`src/rtl/control_sequencer.sv`:
```
// Multi-cycle fetch/decode/execute sequencer driving the datapath's bus selects, load strobes and memory handshake.
// Build option: define SEQ_TRAP_EN to halt with a sticky illegal flag on unrecognised opcodes.
module control_sequencer #(
    parameter int             OPW      = 5,
    parameter int             LINK_REG = 15,
    parameter logic [OPW-1:0] NOP_OP   = 5'b11001
) (
    input  logic           clk,
    input  logic           clear,
    input  logic [31:0]    ir,
    input  logic           brn_flag,
    input  logic           mem_ready,
    output logic [OPW-1:0] opcode,
    output logic           incPC,
    output logic [3:0]     bus_src,
    output logic [10:0]    ld_en,
    output logic [1:0]     reg_sel,
    output logic           mem_read,
    output logic           mem_write,
    output logic           run,
    output logic           illegal
);

    localparam logic [OPW-1:0] OP_LDW  = OPW'(0),  OP_LDWI = OPW'(1),  OP_STW  = OPW'(2),
                               OP_ADD  = OPW'(3),  OP_SUB  = OPW'(4),  OP_SHR  = OPW'(5),
                               OP_SHL  = OPW'(6),  OP_ROR  = OPW'(7),  OP_ROL  = OPW'(8),
                               OP_AND  = OPW'(9),  OP_OR   = OPW'(10), OP_ADDI = OPW'(11),
                               OP_ANDI = OPW'(12), OP_ORI  = OPW'(13), OP_MUL  = OPW'(14),
                               OP_DIV  = OPW'(15), OP_NEG  = OPW'(16), OP_NOT  = OPW'(17),
                               OP_BRN  = OPW'(18), OP_JR   = OPW'(19), OP_JAL  = OPW'(20),
                               OP_IN   = OPW'(21), OP_OUT  = OPW'(22), OP_MFHI = OPW'(23),
                               OP_MFLO = OPW'(24), OP_NOP  = OPW'(25), OP_HALT = OPW'(26);

    localparam logic [3:0] B_NONE = 4'd0, B_PC  = 4'd1, B_MDR = 4'd2, B_ZLO    = 4'd3,
                           B_ZHI  = 4'd4, B_HI  = 4'd5, B_LO  = 4'd6, B_INPORT = 4'd7,
                           B_C    = 4'd8, B_RSEL = 4'd9, B_RBA = 4'd10;

    localparam int LD_PC = 0, LD_MAR = 1, LD_MDR = 2, LD_IR = 3, LD_Y = 4, LD_Z = 5,
                   LD_HI = 6, LD_LO = 7, LD_R = 8, LD_CON = 9, LD_OUT = 10;

    localparam logic [1:0] RS_GRA = 2'd0, RS_GRB = 2'd1, RS_GRC = 2'd2, RS_LINK = 2'd3;

    typedef enum logic [3:0] {
        S_F0, S_F1, S_F2, S_F3, S_T3, S_T4, S_T5, S_T6, S_T7, S_HALT
    } state_t;

    typedef enum logic [4:0] {
        C_ALU3, C_IMM, C_MULDIV, C_UNARY, C_LDW, C_LDWI, C_STW, C_BRANCH,
        C_JR, C_JAL, C_MFHI, C_MFLO, C_IN, C_OUT, C_NOP, C_HALT, C_BAD
    } iclass_t;

    state_t         state, state_n;
    iclass_t        iclass;
    logic           run_q;
    logic [OPW-1:0] op;

    assign op = ir[31 -: OPW];

    // brn_flag steers the ALU; the step sequence is identical for taken and not-taken branches.
    logic unused_ok;
    assign unused_ok = &{1'b0, ir[31-OPW:0], brn_flag, LINK_REG[3:0]};

    function automatic state_t next_step(input state_t s);
        case (s)
            S_T3:    return S_T4;
            S_T4:    return S_T5;
            S_T5:    return S_T6;
            S_T6:    return S_T7;
            default: return S_F0;
        endcase
    endfunction

    always_comb begin
        case (op)
            OP_ADD, OP_SUB, OP_SHR, OP_SHL,
            OP_ROR, OP_ROL, OP_AND, OP_OR:  iclass = C_ALU3;
            OP_ADDI, OP_ANDI, OP_ORI:       iclass = C_IMM;
            OP_MUL, OP_DIV:                 iclass = C_MULDIV;
            OP_NEG, OP_NOT:                 iclass = C_UNARY;
            OP_LDW:                         iclass = C_LDW;
            OP_LDWI:                        iclass = C_LDWI;
            OP_STW:                         iclass = C_STW;
            OP_BRN:                         iclass = C_BRANCH;
            OP_JR:                          iclass = C_JR;
            OP_JAL:                         iclass = C_JAL;
            OP_MFHI:                        iclass = C_MFHI;
            OP_MFLO:                        iclass = C_MFLO;
            OP_IN:                          iclass = C_IN;
            OP_OUT:                         iclass = C_OUT;
            OP_NOP:                         iclass = C_NOP;
            OP_HALT:                        iclass = C_HALT;
            default:                        iclass = C_BAD;
        endcase
    end

    always_ff @(posedge clk or negedge clear) begin
        if (!clear) begin
            state <= S_F0;
            run_q <= 1'b0;
        end else begin
            // NOTE: state registers use non-blocking assignments so every flop samples pre-edge values.
            state <= state_n;
            run_q <= 1'b1;
        end
    end

`ifdef SEQ_TRAP_EN
    logic trap, illegal_q;

    always_ff @(posedge clk or negedge clear) begin
        if (!clear)    illegal_q <= 1'b0;
        else if (trap) illegal_q <= 1'b1;
    end

    assign illegal = illegal_q;
`else
    assign illegal = 1'b0;
`endif

    assign run = run_q && (state != S_HALT);

    always_comb begin
        // NOTE: every output is defaulted first so no branch can leave one unassigned and infer a latch.
        state_n   = state;
        opcode    = NOP_OP;
        incPC     = 1'b0;
        bus_src   = B_NONE;
        ld_en     = '0;
        reg_sel   = RS_GRA;
        mem_read  = 1'b0;
        mem_write = 1'b0;
`ifdef SEQ_TRAP_EN
        trap      = 1'b0;
`endif
        if (run_q) begin
            case (state)
                S_F0: begin
                    bus_src        = B_PC;
                    ld_en[LD_MAR]  = 1'b1;
                    ld_en[LD_Z]    = 1'b1;
                    incPC          = 1'b1;
                    opcode         = OP_ADD;
                    state_n        = S_F1;
                end
                S_F1: begin
                    mem_read       = 1'b1;
                    ld_en[LD_MDR]  = 1'b1;
                    if (mem_ready) state_n = S_F2;
                end
                S_F2: begin
                    bus_src        = B_ZLO;
                    ld_en[LD_PC]   = 1'b1;
                    state_n        = S_F3;
                end
                S_F3: begin
                    bus_src        = B_MDR;
                    ld_en[LD_IR]   = 1'b1;
                    state_n        = S_T3;
                end
                S_HALT: ;
                default: begin
                    state_n = next_step(state);
                    case (iclass)
                        C_ALU3, C_IMM: begin
                            case (state)
                                S_T3: begin bus_src = B_RSEL; reg_sel = RS_GRB; ld_en[LD_Y] = 1'b1; end
                                S_T4: begin
                                    bus_src     = (iclass == C_IMM) ? B_C : B_RSEL;
                                    reg_sel     = RS_GRC;
                                    opcode      = op;
                                    ld_en[LD_Z] = 1'b1;
                                end
                                default: begin
                                    bus_src = B_ZLO; reg_sel = RS_GRA; ld_en[LD_R] = 1'b1; state_n = S_F0;
                                end
                            endcase
                        end
                        C_MULDIV: begin
                            case (state)
                                S_T3: begin bus_src = B_RSEL; reg_sel = RS_GRA; ld_en[LD_Y] = 1'b1; end
                                S_T4: begin bus_src = B_RSEL; reg_sel = RS_GRB; opcode = op; ld_en[LD_Z] = 1'b1; end
                                S_T5: begin bus_src = B_ZLO; ld_en[LD_LO] = 1'b1; end
                                default: begin bus_src = B_ZHI; ld_en[LD_HI] = 1'b1; state_n = S_F0; end
                            endcase
                        end
                        C_UNARY: begin
                            if (state == S_T3) begin
                                bus_src = B_RSEL; reg_sel = RS_GRB; opcode = op; ld_en[LD_Z] = 1'b1;
                            end else begin
                                bus_src = B_ZLO; reg_sel = RS_GRA; ld_en[LD_R] = 1'b1; state_n = S_F0;
                            end
                        end
                        C_LDW, C_LDWI, C_STW: begin
                            case (state)
                                S_T3: begin bus_src = B_RBA; reg_sel = RS_GRB; ld_en[LD_Y] = 1'b1; end
                                S_T4: begin bus_src = B_C; opcode = OP_ADD; ld_en[LD_Z] = 1'b1; end
                                S_T5: begin
                                    bus_src = B_ZLO;
                                    if (iclass == C_LDWI) begin
                                        reg_sel = RS_GRA; ld_en[LD_R] = 1'b1; state_n = S_F0;
                                    end else begin
                                        ld_en[LD_MAR] = 1'b1;
                                    end
                                end
                                S_T6: begin
                                    ld_en[LD_MDR] = 1'b1;
                                    if (iclass == C_LDW) begin
                                        mem_read = 1'b1;
                                        if (!mem_ready) state_n = S_T6;
                                    end else begin
                                        bus_src = B_RSEL; reg_sel = RS_GRA;
                                    end
                                end
                                default: begin
                                    if (iclass == C_LDW) begin
                                        bus_src = B_MDR; reg_sel = RS_GRA; ld_en[LD_R] = 1'b1; state_n = S_F0;
                                    end else begin
                                        mem_write = 1'b1;
                                        state_n   = mem_ready ? S_F0 : S_T7;
                                    end
                                end
                            endcase
                        end
                        C_BRANCH: begin
                            case (state)
                                S_T3: begin bus_src = B_RSEL; reg_sel = RS_GRA; ld_en[LD_CON] = 1'b1; end
                                S_T4: begin bus_src = B_PC; ld_en[LD_Y] = 1'b1; end
                                S_T5: begin bus_src = B_C; opcode = op; ld_en[LD_Z] = 1'b1; end
                                default: begin bus_src = B_ZLO; ld_en[LD_PC] = 1'b1; state_n = S_F0; end
                            endcase
                        end
                        C_JR: begin
                            bus_src = B_RSEL; reg_sel = RS_GRA; ld_en[LD_PC] = 1'b1; state_n = S_F0;
                        end
                        C_JAL: begin
                            if (state == S_T3) begin
                                bus_src = B_PC; reg_sel = RS_LINK; ld_en[LD_R] = 1'b1;
                            end else begin
                                bus_src = B_RSEL; reg_sel = RS_GRA; ld_en[LD_PC] = 1'b1; state_n = S_F0;
                            end
                        end
                        C_MFHI: begin bus_src = B_HI; reg_sel = RS_GRA; ld_en[LD_R] = 1'b1; state_n = S_F0; end
                        C_MFLO: begin bus_src = B_LO; reg_sel = RS_GRA; ld_en[LD_R] = 1'b1; state_n = S_F0; end
                        C_IN:   begin bus_src = B_INPORT; reg_sel = RS_GRA; ld_en[LD_R] = 1'b1; state_n = S_F0; end
                        C_OUT:  begin bus_src = B_RSEL; reg_sel = RS_GRA; ld_en[LD_OUT] = 1'b1; state_n = S_F0; end
                        C_HALT: state_n = S_HALT;
                        C_BAD: begin
`ifdef SEQ_TRAP_EN
                            trap    = 1'b1;
                            state_n = S_HALT;
`else
                            state_n = S_F0;
`endif
                        end
                        default: state_n = S_F0;
                    endcase
                end
            endcase
        end
    end

endmodule

```
`config.mk`:
```
export PLATFORM = sky130hd
export DESIGN_NAME = control_sequencer
export DESIGN_NICKNAME = d
export VERILOG_FILES = /design/src/rtl/control_sequencer.sv
export SDC_FILE = /design/constraint.sdc
export NUM_CORES = 1
export LEC_CHECK = 0
export BUFFER_PORTS_ARGS = -buffer_cell sky130_fd_sc_hd__buf_4
export CAP_MARGIN = 30
export CORE_MARGIN = 3
export CORE_UTILIZATION = 51
export DETAILED_ROUTE_END_ITERATION = 10
export PLACE_DENSITY = 0.82
export SYNTH_ARGS = -nofsm -noshare
export SYNTH_HDL_FRONTEND = slang
export SYNTH_SLANG_ARGS = --single-unit
```
`constraint.sdc`:
```
create_clock -name clk -period 4.3 [get_ports clk]
set_clock_uncertainty 0.05 [all_clocks]
set_input_delay 0.645 -clock clk [delete_from_list [all_inputs] [get_ports clk]]
set_output_delay 0.645 -clock clk [all_outputs]
set_load 0.005 [all_outputs]
```
# == Word level (Yosys, flattened, before mapping) ==
# Memories as Yosys holds them, arrays and structs flattened.
# Cells that the tools add are included.
# classes
eq_ne,24
mux,78
bitwise_logic,1
reduce_logical,22
# ops
cell,count
two-way mux 4 bit,13
case mux 4 bit (10 select lines),1
case mux 4 bit (5 select lines),2
case mux 4 bit (3 select lines),3
equality test 5 x 4 -> 1 bit (second input constant),7
case mux 4 bit (4 select lines),2
two-way mux 5 bit,6
two-way mux 1 bit,28
equality test 5 x 3 -> 1 bit (second input constant),4
case mux 5 bit (4 select lines),1
OR reduction 4 bit,5
equality test 4 x 3 -> 1 bit (second input constant),4
case mux 4 bit (2 select lines),2
OR reduction 3 bit,5
case mux 1 bit (2 select lines),7
two-way mux 2 bit,6
OR reduction 2 bit,6
two-way mux 11 bit,1
equality test 5 x 2 -> 1 bit (second input constant),2
case mux 5 bit (2 select lines),1
equality test 4 x 2 -> 1 bit (second input constant),2
case mux 2 bit (4 select lines),1
case mux 1 bit (3 select lines),2
OR reduction 6 bit,1
other kinds (13),13
# totals
register_bits,5
mem_bits_ro,160
inputBits,36
out_inout_bits,27
elab_cells,128
memories,1
# mem_list
name,depth,word_bits,rd,rd_clocked_by_memory_dff,wr,line_no,text
(no name shown),32,5,1,0,0,74,case (op)

# == Logic depth before layout (Yosys ltp) ==
# depth
depth_word,7
depth_mapped,10
ltp_nobuf,9

# == Least setup slack after synthesis ==
# OpenSTA, ideal clock, no wires.
# synth_path
kind,input to output
start,input port ir[27]
end,output port bus_src[3]
arrival_ps,2815
required_time_ps,3605
setup_slack_ps,790
path_stages,9
n_path_buf,1
cell_sequence,ha_1 buf_2 nor2b_1 o21ai_0 a21oi_1 mux2_4 o21a_1 or4_1 a31oi_1
# synth_via
elab_chain_cells,7
elab_cells_between_ends,23
cone_classes,eq/ne: 13; mux: 5; reduce/logical: 4; memory: 1
# synth_lines
element,line_no,text
start: declaration,10,"input logic [31:0] ir,"
memory read (32 x 5 bit) *,--,
equality test 5 x 3 -> 1 bit,"163, 207",
two-way mux 4 bit,207,if (iclass == C_LDW) begin
case mux 4 bit (4 select lines),194,case (state)
case mux 4 bit (10 select lines) *,163,case (iclass)
case mux 4 bit (4 select lines) *,136,case (state)
two-way mux 4 bit *,135,if (run_q) begin
end: declaration,15,"output logic [3:0] bus_src,"
# Every way passes the cells marked *; elsewhere a longest branch is shown, timed or not.

# == Worst setup path after layout ==
# layout_path
start,input port ir[27]
end,output port opcode[4]
# layout_via
elab_chain_cells,6
elab_cells_between_ends,14
cone_classes,eq/ne: 7; mux: 3; reduce/logical: 3; memory: 1
# layout_lines
element,line_no,text
memory read (32 x 5 bit) *,--,
equality test 5 x 3 -> 1 bit (tied with other cells),163,
OR reduction 3 bit (on tied branches),--,
case mux 5 bit (4 select lines) *,163,
case mux 5 bit (2 select lines) *,136,
two-way mux 5 bit *,135,
end: declaration,13,"output logic [OPW-1:0] opcode,"
# Marks and branches as above.

==> out/qor.yml <==
outcome:
  status: "finished, final reports clean"
routing:
  drcViolationCount: 0
  avgRoutedWirePerCell_um: 18.8
  via_count: 2362
  routed_wl_um: 6390
  via_per_inst: 6.97
  drtPass1Iterations: 6
  ant_nets: 0
  drt_iter0_drc: 352
die:
  rows: 20
  dieHeight_um: 63.4
  pin_count: 63
  die_w_um: 63.4
  start_util: 0.541
  die_area_um2: 4020
  core_um2: 3100
clock_tree:
  cts_root_buffer: "clkbuf_4"
  cts_sinks: 5
  htreeDepth: 1
  clkSlewWorstSetupHoldPaths_ps: 50
  clock_path_buffers: 2
  cts_tree: "built"
  clk_latency_ps: 250
  cts_buffers: 3
final_layout:
  antenna_cells: 0
  fin_nets: 336
  area_growth_pct: 20.4
  drive_gt1_frac: 0.214
timing:
  layout_min_cycle_time_ps: 4070
  finalHoldViolCount: 0
  fmax_mhz: 246
  final.setup.tns_ps: 0
  finalWorstSetupSlack_ps: 230
  rsz0062_at_grt: "no"
  post-route-period-util: 0.947
  worstMarginPinSlew_ps: 825
  maxSlewViolCount: 0
  maxSlewHeadroom: 0.446
  setup_viol: 0
critical_path:
  required_ps: 3610
  crit_chain: "buf_4 > ha_1 > o31ai_4 > o21bai_1 > a21boi_1 > and2_0 > a22oi_1 > a211oi_1 > a31oi_1 > buf_4"
  crit_fanout: 11
  arrival_ps: 3380
  cp-start-kind: "input port"
  crit_type: "input port to output port"
  critical-path-slowest-cell: "a211oi_1"
  cp_slowest_stage_delay_ps: 410
  crit_top_cell: "buf_4"
  endpoint_kind: "output port"
synth:
  synth_flop_cell: "dfrtp_1"
  synth_top_area_frac: 0.0745
  yosysSeqAreaShare: 0.0745
  yosysTopAreaCell: "dfrtp_1"
  synthTopCellsByArea: "dfrtp_1, nand2_1, a21oi_1, nor2_1, nor3_1"
  synth_seq_cells: 5
  netlist_top_cells_count: "nand2_1, nor2_1, a21oi_1, nor3_1, o21ai_0"
  yosysMostFrequentCell: "nand2_1"
  syn_nets: 303
  avgSynthCellArea_um2: 6.38
  synth_cells: 263
  ys_warn_count: 0
  netlist_area_um2: 1680
  ys_async_sr_fraction: 1.00
  synth_edf_count: 0
  ys_types: 66
worst_hold_path:
  hold_class: "input port to async pin"
global_route:
  grt_pass1_wl_um: 10200
  antenna_found_initial: 0
  grt_max_degree: 27
  gr-usage-all-layers: 0.314
  grt.overflow.total: 0
  grt_pass1_vias: 2043
place:
  hpwl_um: 4900
  gp_congestion: 0.967
  port_buffers: 33
  dpl_worst_slack_ps: 285
pwr:
  powerDensity_nw_per_um2: 121
  leakage_uw: 0.000826
  power_uw: 246
  peakVddDrop_v: 0.0000571
flow_run:
  maxCapViolations: 0
==> cells in the final DEF (no fill, tap or decap), types with 3 or more instances in the layout <==
cell,synthesis,routed
o31a_1,3,3
nand2_1,31,31
nand2b_1,7,7
a21oi_1,20,20
a31oi_1,7,7
o21a_1,3,3
a211oi_1,5,5
clkbuf_4,0,3
ha_1,4,4
o21ai_0,15,15
a22oi_1,5,5
nand3_1,14,14
o211ai_1,5,5
buf_4,3,46
dfrtp_1,5,5
a21o_1,3,3
nor2b_1,4,4
inv_1,6,6
o31ai_1,4,4
nor4_1,3,3
nand4_1,4,4
nor3_1,17,16
o22ai_1,3,3
nor2_1,24,24
==> per-layer routing <==
metal	track usage	part of all wire	routed length, um
met5	0	0	0
met4	0.0809	0.026	168
met3	0.0695	0.12	777
met2	0.516	0.45	2850
met1	0.412	0.41	2590
==> through the flow <==
stage          cell area (um^2)  cells  hold WS, ps   util
2_1_floorplan              1680    263          299      -
3_5_place_dp               1990    335          396  0.642
6_report                   2020    339          135  0.652
4_1_cts                    2020    339          137  0.650
3_3_place_gp               1990    335          395  0.642
5_1_grt                    2020    339          132  0.652
==> where the power goes <==
group | leakage [uW] | total [uW] | switching (uW) | internal, uW
logic | 0.000754 | 141 | 88.6 | 52.3
clock network | 0.0000150 | 55.7 | 20.6 | 35.2
registers | 0.0000571 | 49.0 | 1.28 | 47.7
==> logic make-up (layout without fill, tap and decap cells) <==
group / count (synthesis) / after routing / synth area share
other cells: 2 / 2 / 0.00447
compound gates: 102 / 102 / 0.435
flops: 5 / 5 / 0.0745
simple gates: 119 / 119 / 0.348
fa+ha+maj: 4 / 4 / 0.0298
buf+inv: 25 / 57 / 0.0685
mux: 5 / 5 / 0.0343
xor+xnor: 1 / 1 / 0.00522
==> state kept, by name, indices dropped and copies added (netlist names) <==
| register | flops |
|---|---|
| state | 4 |
| run_q | 1 |
==> worst paths after layout <==
kind | slack (ps) | from | end | cells after the start
hold reg to reg | 770 | state[0] | state[1] | 4
setup / recovery | 230 | ir[27] | opcode[4] | 10
hold / removal | 130 | clear | run_q | 1
min in group clk | 770 | state[0] | state[1] | 4
setup reg to reg | 1840 | state[1] | state[0] | 5
max in group asynchronous | 3960 | clear | state[0] | 1
==> critical path, delay by kind of cell <==
family / cells / cell delay, ps
AOI/OAI and AO/OA: 6 / 1680
buffers and inverters: 2 / 310
and+or+nand+nor: 1 / 380
adders and majority gates: 1 / 350
==> timing repair <==
action,in CTS,in global routing
setup buffers,0,0
endpoints found under the setup margin,0,1
gates resized for setup,0,1
hold buffers,0,0
==> layout make-up <==
type                    instances  area, um^2
clock buffers                   4        26.3
fillers                       319        1080
inverters                       7        26.3
multi-input cells             233        1440
flip-flops and latches          5         125
well taps                      44        55.1
repair buffers                 46         345
No activity file was read; power rests on OpenSTA's default activity.
